<file path="src/rtl/isa_pkg.sv">
// Shared fetch-path widths and the entry format held by the prefetch queue.
package isa_pkg;

    localparam int INSTR_W = 32;
    localparam int ADDR_W  = 32;
    localparam logic [ADDR_W-1:0] PC_INCR = 32'd4;

    typedef struct packed {
        logic [ADDR_W-1:0]  pc;
        logic [INSTR_W-1:0] instr;
    } fetch_entry_t;

endpackage

</file>
<file path="src/rtl/sync_fifo.sv">
// Circular buffer of fetch entries with read/write pointers and an occupancy count.
// Reset and flush both clear pointers and count; stored words are left as-is.
module sync_fifo
    import isa_pkg::*;
#(
    parameter int DEPTH = 4
) (
    input  logic                     clk,
    input  logic                     rst,
    input  logic                     flush,
    input  logic                     wr_en,
    input  logic                     rd_en,
    input  fetch_entry_t             wr_data,
    output fetch_entry_t             rd_data,
    output logic [$clog2(DEPTH):0]   count
);

    localparam int AW = $clog2(DEPTH);

    fetch_entry_t  mem [DEPTH];
    logic [AW-1:0] wr_ptr;
    logic [AW-1:0] rd_ptr;

    // Pointers wrap for free because DEPTH is a power of two.
    always_ff @(posedge clk) begin
        if (rst || flush) begin
            wr_ptr <= '0;
            rd_ptr <= '0;
            count  <= '0;
        end else begin
            if (wr_en) wr_ptr <= wr_ptr + 1'b1;
            if (rd_en) rd_ptr <= rd_ptr + 1'b1;
            case ({wr_en, rd_en})
                2'b10:   count <= count + 1'b1;
                2'b01:   count <= count - 1'b1;
                default: count <= count;
            endcase
        end
    end

    always_ff @(posedge clk) begin
        if (wr_en) mem[wr_ptr] <= wr_data;
    end

    assign rd_data = mem[rd_ptr];

endmodule

</file>
<file path="src/rtl/instruction_fetch_buffer.sv">
// Prefetch queue between the PC/instruction memory and decode.
// Decode handshake: an entry transfers on a cycle where DecValid && DecReady && !Flush.
module instruction_fetch_buffer
    import isa_pkg::*;
#(
    parameter int DEPTH = 4
) (
    input  logic                   Clk,
    input  logic                   Reset,
    input  logic [ADDR_W-1:0]      FetchPC,
    input  logic [INSTR_W-1:0]     FetchInstr,
    input  logic                   Flush,
    input  logic                   DecReady,
    output logic                   DecValid,
    output logic [INSTR_W-1:0]     DecInstr,
    output logic [ADDR_W-1:0]      DecPC,
    output logic [ADDR_W-1:0]      DecPCPlus4,
    output logic                   PCWrite,
    output logic [$clog2(DEPTH):0] Count
);

    localparam int CW = $clog2(DEPTH) + 1;
    localparam logic [CW-1:0] FULL = CW'(DEPTH);

    logic         enq;
    logic         deq;
    fetch_entry_t in_entry;
    fetch_entry_t head;

    assign in_entry = '{pc: FetchPC, instr: FetchInstr};

    // No bypass: a full queue never enqueues, even when it dequeues the same cycle.
    assign enq = !Flush && (Count < FULL);
    assign deq = !Flush && DecValid && DecReady;

    sync_fifo #(.DEPTH(DEPTH)) u_fifo (
        .clk     (Clk),
        .rst     (Reset),
        .flush   (Flush),
        .wr_en   (enq),
        .rd_en   (deq),
        .wr_data (in_entry),
        .rd_data (head),
        .count   (Count)
    );

    assign DecValid   = (Count != '0);
    assign PCWrite    = (Count == FULL) && !Flush;
    assign DecInstr   = DecValid ? head.instr : '0;
    assign DecPC      = DecValid ? head.pc : '0;
    assign DecPCPlus4 = DecValid ? (head.pc + PC_INCR) : '0;

endmodule
</file>
<file path="config.mk">
export PLATFORM = sky130hd
export DESIGN_NAME = instruction_fetch_buffer
export DESIGN_NICKNAME = d
export VERILOG_FILES = /design/src/rtl/isa_pkg.sv /design/src/rtl/sync_fifo.sv /design/src/rtl/instruction_fetch_buffer.sv
export SDC_FILE = /design/constraint.sdc
export NUM_CORES = 1
export LEC_CHECK = 0
export BUFFER_PORTS_ARGS = -buffer_cell sky130_fd_sc_hd__buf_2
export CORE_ASPECT_RATIO = 0.6
export CORE_MARGIN = 2
export CORE_UTILIZATION = 60
export CTS_BUF_LIST = sky130_fd_sc_hd__clkbuf_8
export DETAILED_ROUTE_END_ITERATION = 7
export PLACE_DENSITY = 0.95
export SETUP_SLACK_MARGIN = 0.4
export SLEW_MARGIN = 20
export SYNTH_ARGS = -nofsm -noshare
export SYNTH_HDL_FRONTEND = slang
export SYNTH_HIERARCHICAL = 1
export SYNTH_SLANG_ARGS = --single-unit
</file>
<file path="constraint.sdc">
create_clock -name Clk -period 5.8 [get_ports Clk]
set_input_delay 1.16 -clock Clk [delete_from_list [all_inputs] [get_ports Clk]]
set_output_delay 1.16 -clock Clk [all_outputs]
set_load 0.05 [all_outputs]
</file>
---- Yosys cells after proc, flatten, opt, wreduce, memory -nomap -nowiden ----
Memory sizes are Yosys's and may differ from the RTL's. A register that Yosys moved wholly into a read port is not among the register bits.
Index checks and enable logic that the tools add are counted.
operators by class
  $add $sub $neg .......................... 5
  multipliers ............................. 0
  div/mod/pow operators ................... 0
  magnitude comparators ................... 1
  eq/ne operators ......................... 3
  shifts and indexed selects .............. 0
  multiplexer cells ....................... 8
  bitwise operators ....................... 0
  reduce and logical (&&, ||, !) cells .... 8
operator list
  operator                                                                number
  32-bit 2-to-1 mux                                                       3
  32-bit by 3-bit adder with 32-bit output (second input constant)        1
  3-bit case mux with 2 select lines                                      1
  2-bit by 1-bit adder with 2-bit output (second input constant)          2
  1-bit logical AND                                                       4
  2-bit 2-to-1 mux                                                        2
  3-bit by 1-bit adder with 3-bit output (second input constant)          1
  3-bit equality test (second input constant)                             1
  3-bit less-than comparator (second input constant)                      1
  3-bit nonzero test                                                      1
  3-bit by 1-bit subtractor with 3-bit output (second input constant)     1
  2-bit by 1-bit equality test with 1-bit output (second input constant)  1
  2-bit equality test (second input constant)                             1
  1-bit 2-to-1 mux                                                        2
  2-bit nonzero test                                                      1
  1-bit zero test                                                         1
  1-bit logical OR                                                        1
word-level totals
  register bits ........................... 7
  bits in latches ......................... 0
  bits in writable memories ............... 256
  ROM bits ................................ 0
  input port bits ......................... 68
  output and inout port bits .............. 101
  word-level logic and storage cells ...... 29
  memories kept ........................... 1
memory list
  name        words  width  rd ports  clocked after memory_dff  wr ports  RTL line         source
  u_fifo.mem  4      64     1         1                         1         sync_fifo.sv:20  fetch_entry_t mem [DEPTH];

---- Depth between registers and ports, before layout ----
Gate-level depths: netlist (run 1).
  depth in word-level cells ............... 5
  mapped depth ............................ 9
  depth with buffers taken out ............ 8

---- Cells and area by module ----
Netlist (run 1), hierarchy kept.
by module, submodules not included
  module                    times used  cells an instance  area each (µm²)  sequential area each (µm²)
  sync_fifo                 1           380                9739.3           7867.5
  instruction_fetch_buffer  1           203                1216.2           0.0

---- Least setup slack after synthesis (run 1) ----
OpenSTA, ideal clock, no wires.
  kind .................................... reg-to-output
  start point ............................. reg (tool-made name)
  end point ............................... out DecPCPlus4[26]
  data arrival time ....................... 3064 ps
  data required time ...................... 4640 ps
  path slack .............................. 1576 ps
  cell stages (with the launch flop) ...... 9
  path buffers ............................ 3
  path through ............................ dfxtp_1 > buf_6 > buf_12 > mux4_2 > nand4_1 > or4_1 > buf_2 > or4_1 > a21oi_1
RTL lines
  item           RTL line                        source
  end, declared  instruction_fetch_buffer.sv:17  output logic [ADDR_W-1:0] DecPCPlus4,

==> results of run 1 <==
-- final timing paths --
check	from	slack [ns]	endpoint	depth (start not counted)
max	register	0.80	DecPCPlus4[26]	6
min	u_fifo/rd_ptr[1]$_SDFFE_PP0P_	0.56	u_fifo/rd_ptr[1]$_SDFFE_PP0P_	2
max reg2reg	u_fifo/count[0]$_SDFFE_PP0P_	3.19	u_fifo/count[2]$_SDFFE_PP0P_	9
min reg2reg	u_fifo/rd_ptr[1]$_SDFFE_PP0P_	0.56	u_fifo/rd_ptr[1]$_SDFFE_PP0P_	2
-- stage by stage --
stage	worst slack [ns]	instances	hold WS (ns)
finish	0.8027	1038	0.5646
global route	0.5177	1034	0.5859
CTS	0.7478	1033	0.5515
detailed placement	1.301	966	0.5369
global placement	1.380	966	0.5169
floorplan	1.576	583	0.4847
-- per-layer routing --
metal  wire, um  GRT usage [%]  up-vias
met2       9991          34.56      323
met1       9339          34.39     3082
met3       2268          6.764       48
met5         31              0        -
li1           -              -     2697
met4        364          5.865        4
-- power by group --
part,switching (uW),internal [uW],total (uW)
Sequential,15.5,2150,2170
Clock,652,598,1250
Combinational,274,107,381
Total,941,2860,3800
-- final cells by class --
class	instances	area share, %
Antenna cell	5	0.09959
Multi-Input combinational cell	279	22.56
Clock inverter	30	0.9860
Inverter	10	0.2988
Timing Repair Buffer	172	6.932
Clock buffer	37	4.053
Tap cell	240	2.390
Sequential cell	265	62.68
-- cells by family after synthesis --
group,Yosys count,share of synthesized area [%]
flip-flops,265,71.81
AND/OR/NAND/NOR,162,8.257
multiplexers,73,14.21
buffers and inverters,39,2.455
AO/OA/AOI/OAI,21,1.119
XOR/XNOR,16,1.279
adder cells (fa/ha/maj),7,0.8680
-- critical path: stages, from the launching register on --
cell,delay (ns)
dfxtp_4,0.83
mux4_2,0.45
nand4_1,0.21
or4_1,0.77
or4_1,0.58
a21oi_1,0.18
buf_2,0.28
-- state kept, by name, summed over array words and instances (netlist names), named ones only --
signal	cells
u_fifo/count	3
u_fifo/mem	256
u_fifo/rd_ptr	2
u_fifo/wr_ptr	2
-- cell usage after synthesis --
cell type / instances
a21oi_1: 11
mux2i_1: 1
and4_1: 2
xor2_1: 12
nor2_1: 34
o21ai_0: 3
buf_1: 3
fa_1: 1
buf_2: 7
and3_1: 4
buf_6: 1
buf_12: 6
clkbuf_2: 1
nor4b_1: 1
nor3b_1: 1
buf_4: 2
mux4_2: 60
nand3_1: 10
xnor2_1: 4
or3_1: 3
mux4_1: 4
and4_2: 1
o31ai_1: 7
clkbuf_1: 9
nand4_1: 10
or4_1: 8
and3_2: 1
inv_1: 10
nand2_1: 11
mux2_2: 8
or2_2: 2
and2_2: 1
nor3_1: 7
dfxtp_1: 9
and2_1: 65
ha_1: 6
nor4_1: 1
edfxtp_1: 256
==> flow_summary.ini, run 1 <==
[outcome]
status = completed

[timing]
rsz0062_at_grt = no
relSlewSlack_pct = 31.93
finClkSkew_ns = 0.01425
hold_violations = 0
period_minus_slack_ns = 4.997
tightest_slew_ns = 1.021
fmax_ghz = 0.2001
setup_viol = 0
setup_tns_ns = 0
slew_violations = 0
fin_crit_sh_pct = 86.16

[cells_and_area]
final_area_um2 = 12560
syn_to_final_growth_pct = 14.68
drive_gt1_share_pct = 37.20
final_cell_mix = 256 x edfxtp_1, 168 x buf_2, 61 x and2_1, 60 x mux4_2, 37 x clkbuf_8
fill_cells = 1135
finalCoreUtilization_pct = 69.90
register_area_um2 = 7875
mostFrequentLayoutCell = edfxtp_1
multi_input_area_um2 = 2834
nets = 840

[global_routing]
antenna_found_initial = 6
overflow = 0
grt_max_degree = 65
grt_pass1_wl_mm = 33.04
grt_usage_pct = 23.15
grt_pass1_vias = 5906

[floorplanning]
core-area_um2 = 17970
fp.dieW_um = 178.4
num_rows = 38
die_area_um2 = 19390
initial_core_util_pct = 60.96
die_h_um = 108.7
io_pins = 169

[routing]
postRouteAntennaNets = 0
wl_per_cell_um = 21.19
finalWirelength_mm = 21.99
vias = 6154
drc = 0
vias_per_cell = 5.929
dr.pass1.iters = 5
drtIter0Drc = 661

[yosys]
ys_ff_latch = 265
yosysUniqueCellTypes = 38
syn_inst = 583
synth-seq-area-share_pct = 71.81
synth_nets = 658
synth_area_leaders = edfxtp_1 70%, mux4_2 12%, and2_1 3.7%, dfxtp_1 1.6%, nor2_1 1.2%
yosysTopAreaCellShare_pct = 70.17
netlist_area_um2 = 10960
yosys_warnings = 6
synth_top_cell_by_area = edfxtp_1
syn_avg_cell_area_um2 = 18.79

[worst_setup_path]
critPathCaptureType = output pin
cp.required_ns = 4.64
path_class = reg -> out
crit_arrival_ns = 3.84
worstSetupStartpointType = register
critPathMaxFanout = 38

[cts]
cts_tree = yes
clk_latency_ns = 0.50
clk_pin_slew_ns = 0.06
cts_hold_buffers = 0
cts_buffers = 37
clock-sinks = 265
cts_resized = 0
clockRootBuffer = clkbuf_8
postCtsSetupBuffers = 0
cts_buffer_depth = 3
ctsHtreeMaxLevel = 2

[pwr]
power.total_uw = 3798
p_leak_uw = 0.004476
peakVddDrop_uv = 211.6
power.density_nw_per_um2 = 302.3

[place]
post_dp_cell_area_um2 = 11920
dp_hpwl_mm = 13.92
gp_congestion = 0.8199
portBuffers = 168

[min_path]
min_path_type = reg -> reg

[flow_run]
max_cap_viol_count = 0
(Power assumes the default switching activity.)
==> run 2, diff against run 1 <==
- GPL_TIMING_DRIVEN: default -> 0
- SYNTH_HIERARCHICAL: 1 -> default
==> run 2 against run 1 <==
  * Flip-flop and latch count stayed put
  * Hold slack worse by 0.0063 ns
  * Clock skew rose by 0.015 ns
  * Cell count is 2.9% higher
  * Critical path type unchanged
  * Largest cell class unchanged
  * Highest routed layer unchanged
==> flow_summary.ini, run 2 <==
[outcome]
status = completed

[worst_setup_path]
worstSetupStartpointType = register
path_class = reg -> out
crit_arrival_ns = 3.51
reg2reg_from = u_fifo.count[2]$_SDFFE_PP0P_
cp.required_ns = 4.64
critPathMaxFanout = 10
r2r-end = u_fifo.count[2]$_SDFFE_PP0P_
critPathCaptureType = output pin
r2r_slack_ns = 3.08
rr_worst_depth = 9

[global_routing]
grt_pass1_vias = 6414
overflow = 0
antenna_found_initial = 7
grt_usage_pct = 24.69
grt_max_degree = 45
grt_pass1_wl_mm = 35.25

[flow_run]
max_cap_viol_count = 0

[routing]
drtIter0Drc = 726
wl_per_cell_um = 22.11
dr.pass1.iters = 6
drc = 0
postRouteAntennaNets = 0
vias_per_cell = 5.928
finalWirelength_mm = 23.62
vias = 6331

[timing]
slew_violations = 0
relSlewSlack_pct = 40.30
finClkSkew_ns = 0.02896
fin_crit_sh_pct = 80.45
rsz0062_at_grt = no
setup_viol = 0
tightest_slew_ns = 0.8886
hold_violations = 0
worst_slack_ns = 1.134
fmax_ghz = 0.2143
period_minus_slack_ns = 4.666
setup_tns_ns = 0

[yosys]
yosysUniqueCellTypes = 40
synthArstFlopShare_pct = 0
syn_avg_cell_area_um2 = 18.74
synth_ff_type = edfxtp_1
synth_most_common_cell = edfxtp_1
yosys_warnings = 0
ys_ff_latch = 265
synth-seq-area-share_pct = 71.63
synth_area_leaders = edfxtp_1 70%, mux4_2 9.8%, and2_1 3.9%, mux4_1 3.8%, dfxtp_1 1.6%
netlist_area_um2 = 10980
synth_enable_flop_cells = 256
synth_nets = 661
yosysTopAreaCellShare_pct = 69.99
netlist_top_cells_count = 256 x edfxtp_1, 69 x and2_1, 48 x mux4_2
synth_top_cell_by_area = edfxtp_1
syn_inst = 586

[cts]
cts_hold_buffers = 0
clockRootBuffer = clkbuf_8
clk_pin_slew_ns = 0.06
cts_buffer_depth = 3
cts_resized = 0
clock-sinks = 265
postCtsSetupBuffers = 0
clk_latency_ns = 0.52
ctsHtreeMaxLevel = 2
cts_buffers = 38
cts_tree = yes

[pwr]
p_int_uw = 2941
peakVddDrop_uv = 213.3
p_clk_share_pct = 34.0
switching_share_pct = 24.78
p_leak_uw = 0.004652
power.density_nw_per_um2 = 303.0
p_comb_share_pct = 10.4
power.switching_uw = 968.5
p_seq_share_pct = 55.6

[floorplanning]
initial_core_util_pct = 60.96
fp.dieW_um = 178.7
num_rows = 38
io_pins = 169
core-area_um2 = 18020
die_area_um2 = 19440
die_h_um = 108.8

[cells_and_area]
nets = 873
reg.largest.list = u_fifo.mem: 256 flops, u_fifo.count: 3 flops
largest-register = u_fifo.mem
syn_to_final_growth_pct = 17.46
final_cell_mix = 256 x edfxtp_1, 173 x buf_2, 65 x and2_1, 48 x mux4_2, 39 x clkbuf_8
mostFrequentLayoutCell = edfxtp_1
fill_cells = 1098
multi_input_area_um2 = 2910
largest_reg_flops = 256
drive_gt1_share_pct = 35.89
register_area_um2 = 7868
finalCoreUtilization_pct = 71.60

[place]
gp_congestion = 0.8176
dp_hpwl_mm = 15.96
portBuffers = 168
preCtsSetupSlack_ns = 1.707

[min_path]
holdPathStages = 2
min_path_type = reg -> reg
hp-start = u_fifo.rd_ptr[0]$_SDFFE_PP0P_
hold_path_end = u_fifo.rd_ptr[0]$_SDFFE_PP0P_
[run 2: cell count changes after synthesis, moves of 4 or more]
cell and change:
and2_1 +4, buf_12 -4, buf_4 +5, mux4_1 +12, mux4_2 -12, or4_1 -4
xnor2_1 +4
[run 2: routing by layer]
| layer | share of wire, % | up-vias | track usage, % |
|---|---|---|---|
| met1 | 42 | 3144 | 35.42 |
| met5 | 0.030 | - | 0 |
| li1 | - | 2775 | - |
| met2 | 45 | 367 | 37.29 |
| met4 | 1.5 | 2 | 6.330 |
| met3 | 11 | 43 | 8.054 |
[run 2: critical path: stages (launching register included)]
cell and delay, ns:
dfxtp_1 0.33, buf_4 0.21, buf_4 0.22, mux4_2 0.30, nand4_1 0.25, or3_1 0.41
clkbuf_2 0.21, or4_1 0.42, a21oi_1 0.31, buf_2 0.33
[run 2: power groups by stage]
stage / Combinational, uW / Sequential [uW] / Clock (uW)
after floorplan: 267 / 2210 / 0
after global placement: 387 / 2220 / 0
after detailed placement: 403 / 2210 / 0
after CTS: 405 / 2170 / 1350
after global routing: 431 / 2180 / 1430
final: 406 / 2170 / 1330
[run 2: cells by family after synthesis]
group / count (synthesis) / synth area share (%)
AO/OA/AOI/OAI: 17 / 0.8657
XOR/XNOR: 18 / 1.435
adder cells (fa/ha/maj): 7 / 0.8657
buffers and inverters: 38 / 1.971
flip-flops: 265 / 71.63
multiplexers: 73 / 14.58
AND/OR/NAND/NOR: 168 / 8.657
[run 2: worst max path at each step]
stage / from / endpoint / slack [ns]
final: register / DecPCPlus4[21] / 1.13
after global routing: register / DecPCPlus4[26] / 0.89
after CTS: register / DecPCPlus4[21] / 1.16
after detailed placement: register / DecPCPlus4[21] / 1.71
after global placement: Flush / u_fifo.mem[2][19]$_DFFE_PP_ / 1.26
after floorplan: register / DecPCPlus4[27] / 1.82
[run 2: final cells by class]
type | count | area share (%)
sequential | 265 | 60.98
multi-input combinational | 283 | 22.56
timing repair buffer | 172 | 7.195
clock buffer | 39 | 4.160
tap | 240 | 2.327
buffer | 30 | 1.445
clock inverter | 25 | 0.9891
inverter | 8 | 0.2327
antenna | 6 | 0.1164
[run 2: stage by stage]
step | instance area (um^2) | hold slack [ns] | total power (uW) | cells
final | 12900 | 0.5583 | 3909 | 1068
after global routing | 12890 | 0.5840 | 4035 | 1062
after CTS | 12890 | 0.5697 | 3924 | 1062
after detailed placement | 12220 | 0.5445 | 2617 | 998
after global placement | 12130 | 0.5186 | 2603 | 994
after floorplan | 10980 | 0.4847 | 2481 | 586
==> run 3, diff against run 2 <==
- ABC_AREA: default -> 1
- CORE_UTILIZATION: 60 -> 54
- PLACE_DENSITY: 0.95 -> 0.91
- clock period: 5.8 -> 3.8 ns (I/O delays scaled with it)
==> run 3 against run 2 <==
  * First-iteration DRC count grew 92%
  * Critical endpoint is now DecPCPlus4[20]
  * Utilization fell by 3.2 points
  * Clock power increased by 65%
  * Highest routed layer unchanged
==> flow_summary.ini, run 3 <==
[pwr]
power.total_uw = 6432
power.density_nw_per_um2 = 428.9
p_leak_uw = 0.006219
peakVddDrop_uv = 281.5

[floorplanning]
core-area_um2 = 21910
fp.dieW_um = 196.3
die_area_um2 = 23420
die_h_um = 119.4
io_pins = 169
num_rows = 42
initial_core_util_pct = 54.65

[routing]
drc = 0
vias = 10190
drtIter0Drc = 1394
wl_per_cell_um = 19.75
postRouteAntennaNets = 0
vias_per_cell = 5.677
finalWirelength_mm = 35.45
dr.pass1.iters = 6

[worst_setup_path]
path_class = reg -> out
critPathCaptureType = output pin
crit_arrival_ns = 2.82
worstSetupStartpointType = register
critPathMaxFanout = 5
cp.required_ns = 3.04

[timing]
worst_slack_ns = 0.2202
relSlewSlack_pct = 46.15
setup_viol = 0
fin_crit_sh_pct = 94.21
setup_tns_ns = 0
slew_violations = 0
tightest_slew_ns = 0.8059
rsz0062_at_grt = yes
period_minus_slack_ns = 3.580
finClkSkew_ns = 0.03816
fmax_ghz = 0.2793
hold_violations = 0

[yosys]
synth_nets = 1299
synth_enable_flop_cells = 256
yosysTopAreaCellShare_pct = 64.19
netlist_top_cells_count = 361 x nand2_1, 256 x edfxtp_1, 238 x nor2_1
synth_top_cell_by_area = edfxtp_1
netlist_area_um2 = 11980
synthArstFlopShare_pct = 0
syn_inst = 1224
synth-seq-area-share_pct = 65.69
synth_ff_type = edfxtp_1
yosysUniqueCellTypes = 26
ys_ff_latch = 265
yosys_warnings = 0
syn_avg_cell_area_um2 = 9.785
synth_area_leaders = edfxtp_1 64%, nand2_1 11%, nor2_1 7.5%, o21ai_0 3.7%, nand3_1 2.7%
synth_most_common_cell = nand2_1

[cts]
cts_buffer_depth = 3
clock-sinks = 265
cts_buffers = 40
cts_tree = yes
clk_pin_slew_ns = 0.07
clockRootBuffer = clkbuf_8
ctsHtreeMaxLevel = 2
clk_latency_ns = 0.56

[cells_and_area]
largest_reg_flops = 256
final_cell_mix = 339 x nand2_1, 256 x edfxtp_1, 207 x nor2_1, 143 x buf_2, 86 x o21ai_0
fin_cells = 1795
fill_cells = 1596
syn_to_final_growth_pct = 25.22
mostFrequentLayoutCell = nand2_1
reg.largest.list = u_fifo.mem: 256 flops, u_fifo.count: 3 flops
drive_gt1_share_pct = 25.75
nets = 1547
finalCoreUtilization_pct = 68.44
largest-register = u_fifo.mem

[global_routing]
grt_pass1_wl_mm = 52.02
grt_pass1_vias = 9403
grt_usage_pct = 29.59
grt_max_degree = 25
antenna_found_initial = 6
overflow = 0

[place]
dp.cells = 1689
preCtsSetupSlack_ns = 0.05357
gp_congestion = 0.9483
dp_hpwl_mm = 23.91
portBuffers = 168

[flow_run]
max_cap_viol_count = 0

[outcome]
status = completed

[min_path]
min_path_type = in -> reg
## run 3: report_power, final
group	internal [uW]	leakage, uW	switching (uW)
Clock	1070	0.000402	1130
Sequential	3300	0.00242	23.4
Combinational	241	0.00339	677
## run 3: kinds of logic after synthesis
family	synth area share, %
AND/OR/NAND/NOR	22.58
XOR/XNOR	0.1463
buffers and inverters	4.315
adder cells (fa/ha/maj)	0.7940
flip-flops	65.69
AO/OA/AOI/OAI	6.477
## run 3: critical path: stages, from the launching register on
cell and delay (ns):
dfxtp_4 0.40, inv_8 0.05, buf_8 0.12, buf_8 0.12
nand2_2 0.05, o211ai_1 0.10, nand2_2 0.14, ha_4 0.16
inv_2 0.04, nor2_4 0.12, nand2_2 0.08, nor2_4 0.21
nand2_4 0.11, nor2_4 0.13, nor2_2 0.05, nor2_2 0.16
buf_6 0.18
## run 3: routing by layer
| metal | global-route usage, % | wire [um] | vias to the layer above |
|---|---|---|---|
| met5 | 0 | 13 | - |
| met4 | 9.233 | 799 | 2 |
| met3 | 10.51 | 4956 | 96 |
| met2 | 43.24 | 15400 | 671 |
| met1 | 41.67 | 14280 | 4806 |
| li1 | - | - | 4616 |
## run 3: worst paths after layout
check                                start                             to  slack (ns)  depth (start not counted)
max reg2reg   u_fifo.count[2]$_SDFFE_PP0P_   u_fifo.count[2]$_SDFFE_PP0P_        1.21                         12
max                               register                 DecPCPlus4[20]        0.22                         16
min reg2reg  u_fifo.rd_ptr[0]$_SDFFE_PP0P_  u_fifo.rd_ptr[0]$_SDFFE_PP0P_        0.48                          1
min                             FetchPC[5]    u_fifo.mem[3][37]$_DFFE_PP_        0.42                          1
## run 3: repair_timing
item | in CTS | in global routing
cloned | 1 | 1
hold buffers | 0 | 0
setup endpoints to repair | 83 | 56
setup buffers | 15 | 10
gates resized for setup | 123 | 82
pin swaps | 19 | 24
## run 3: area by class of cell
type	count	area (um^2)	area share, %
Inverter	54	210.2	1.402
Timing Repair Buffer	206	1494	9.962
Clock buffer	40	550.5	3.671
Buffer	60	437.9	2.920
Tap cell	286	357.8	2.386
Sequential cell	265	7871	52.49
Multi-Input combinational cell	845	3884	25.90
Clock inverter	33	176.4	1.176
Antenna cell	6	15.01	0.1001
## run 3: stage by stage
stage	hold WS [ns]	instance area, um^2
after floorplan	0.4356	11980
after global placement	0.4502	13180
after detailed placement	0.4543	13460
after CTS	0.3954	14670
after global routing	0.3950	14980
final	0.4173	15000
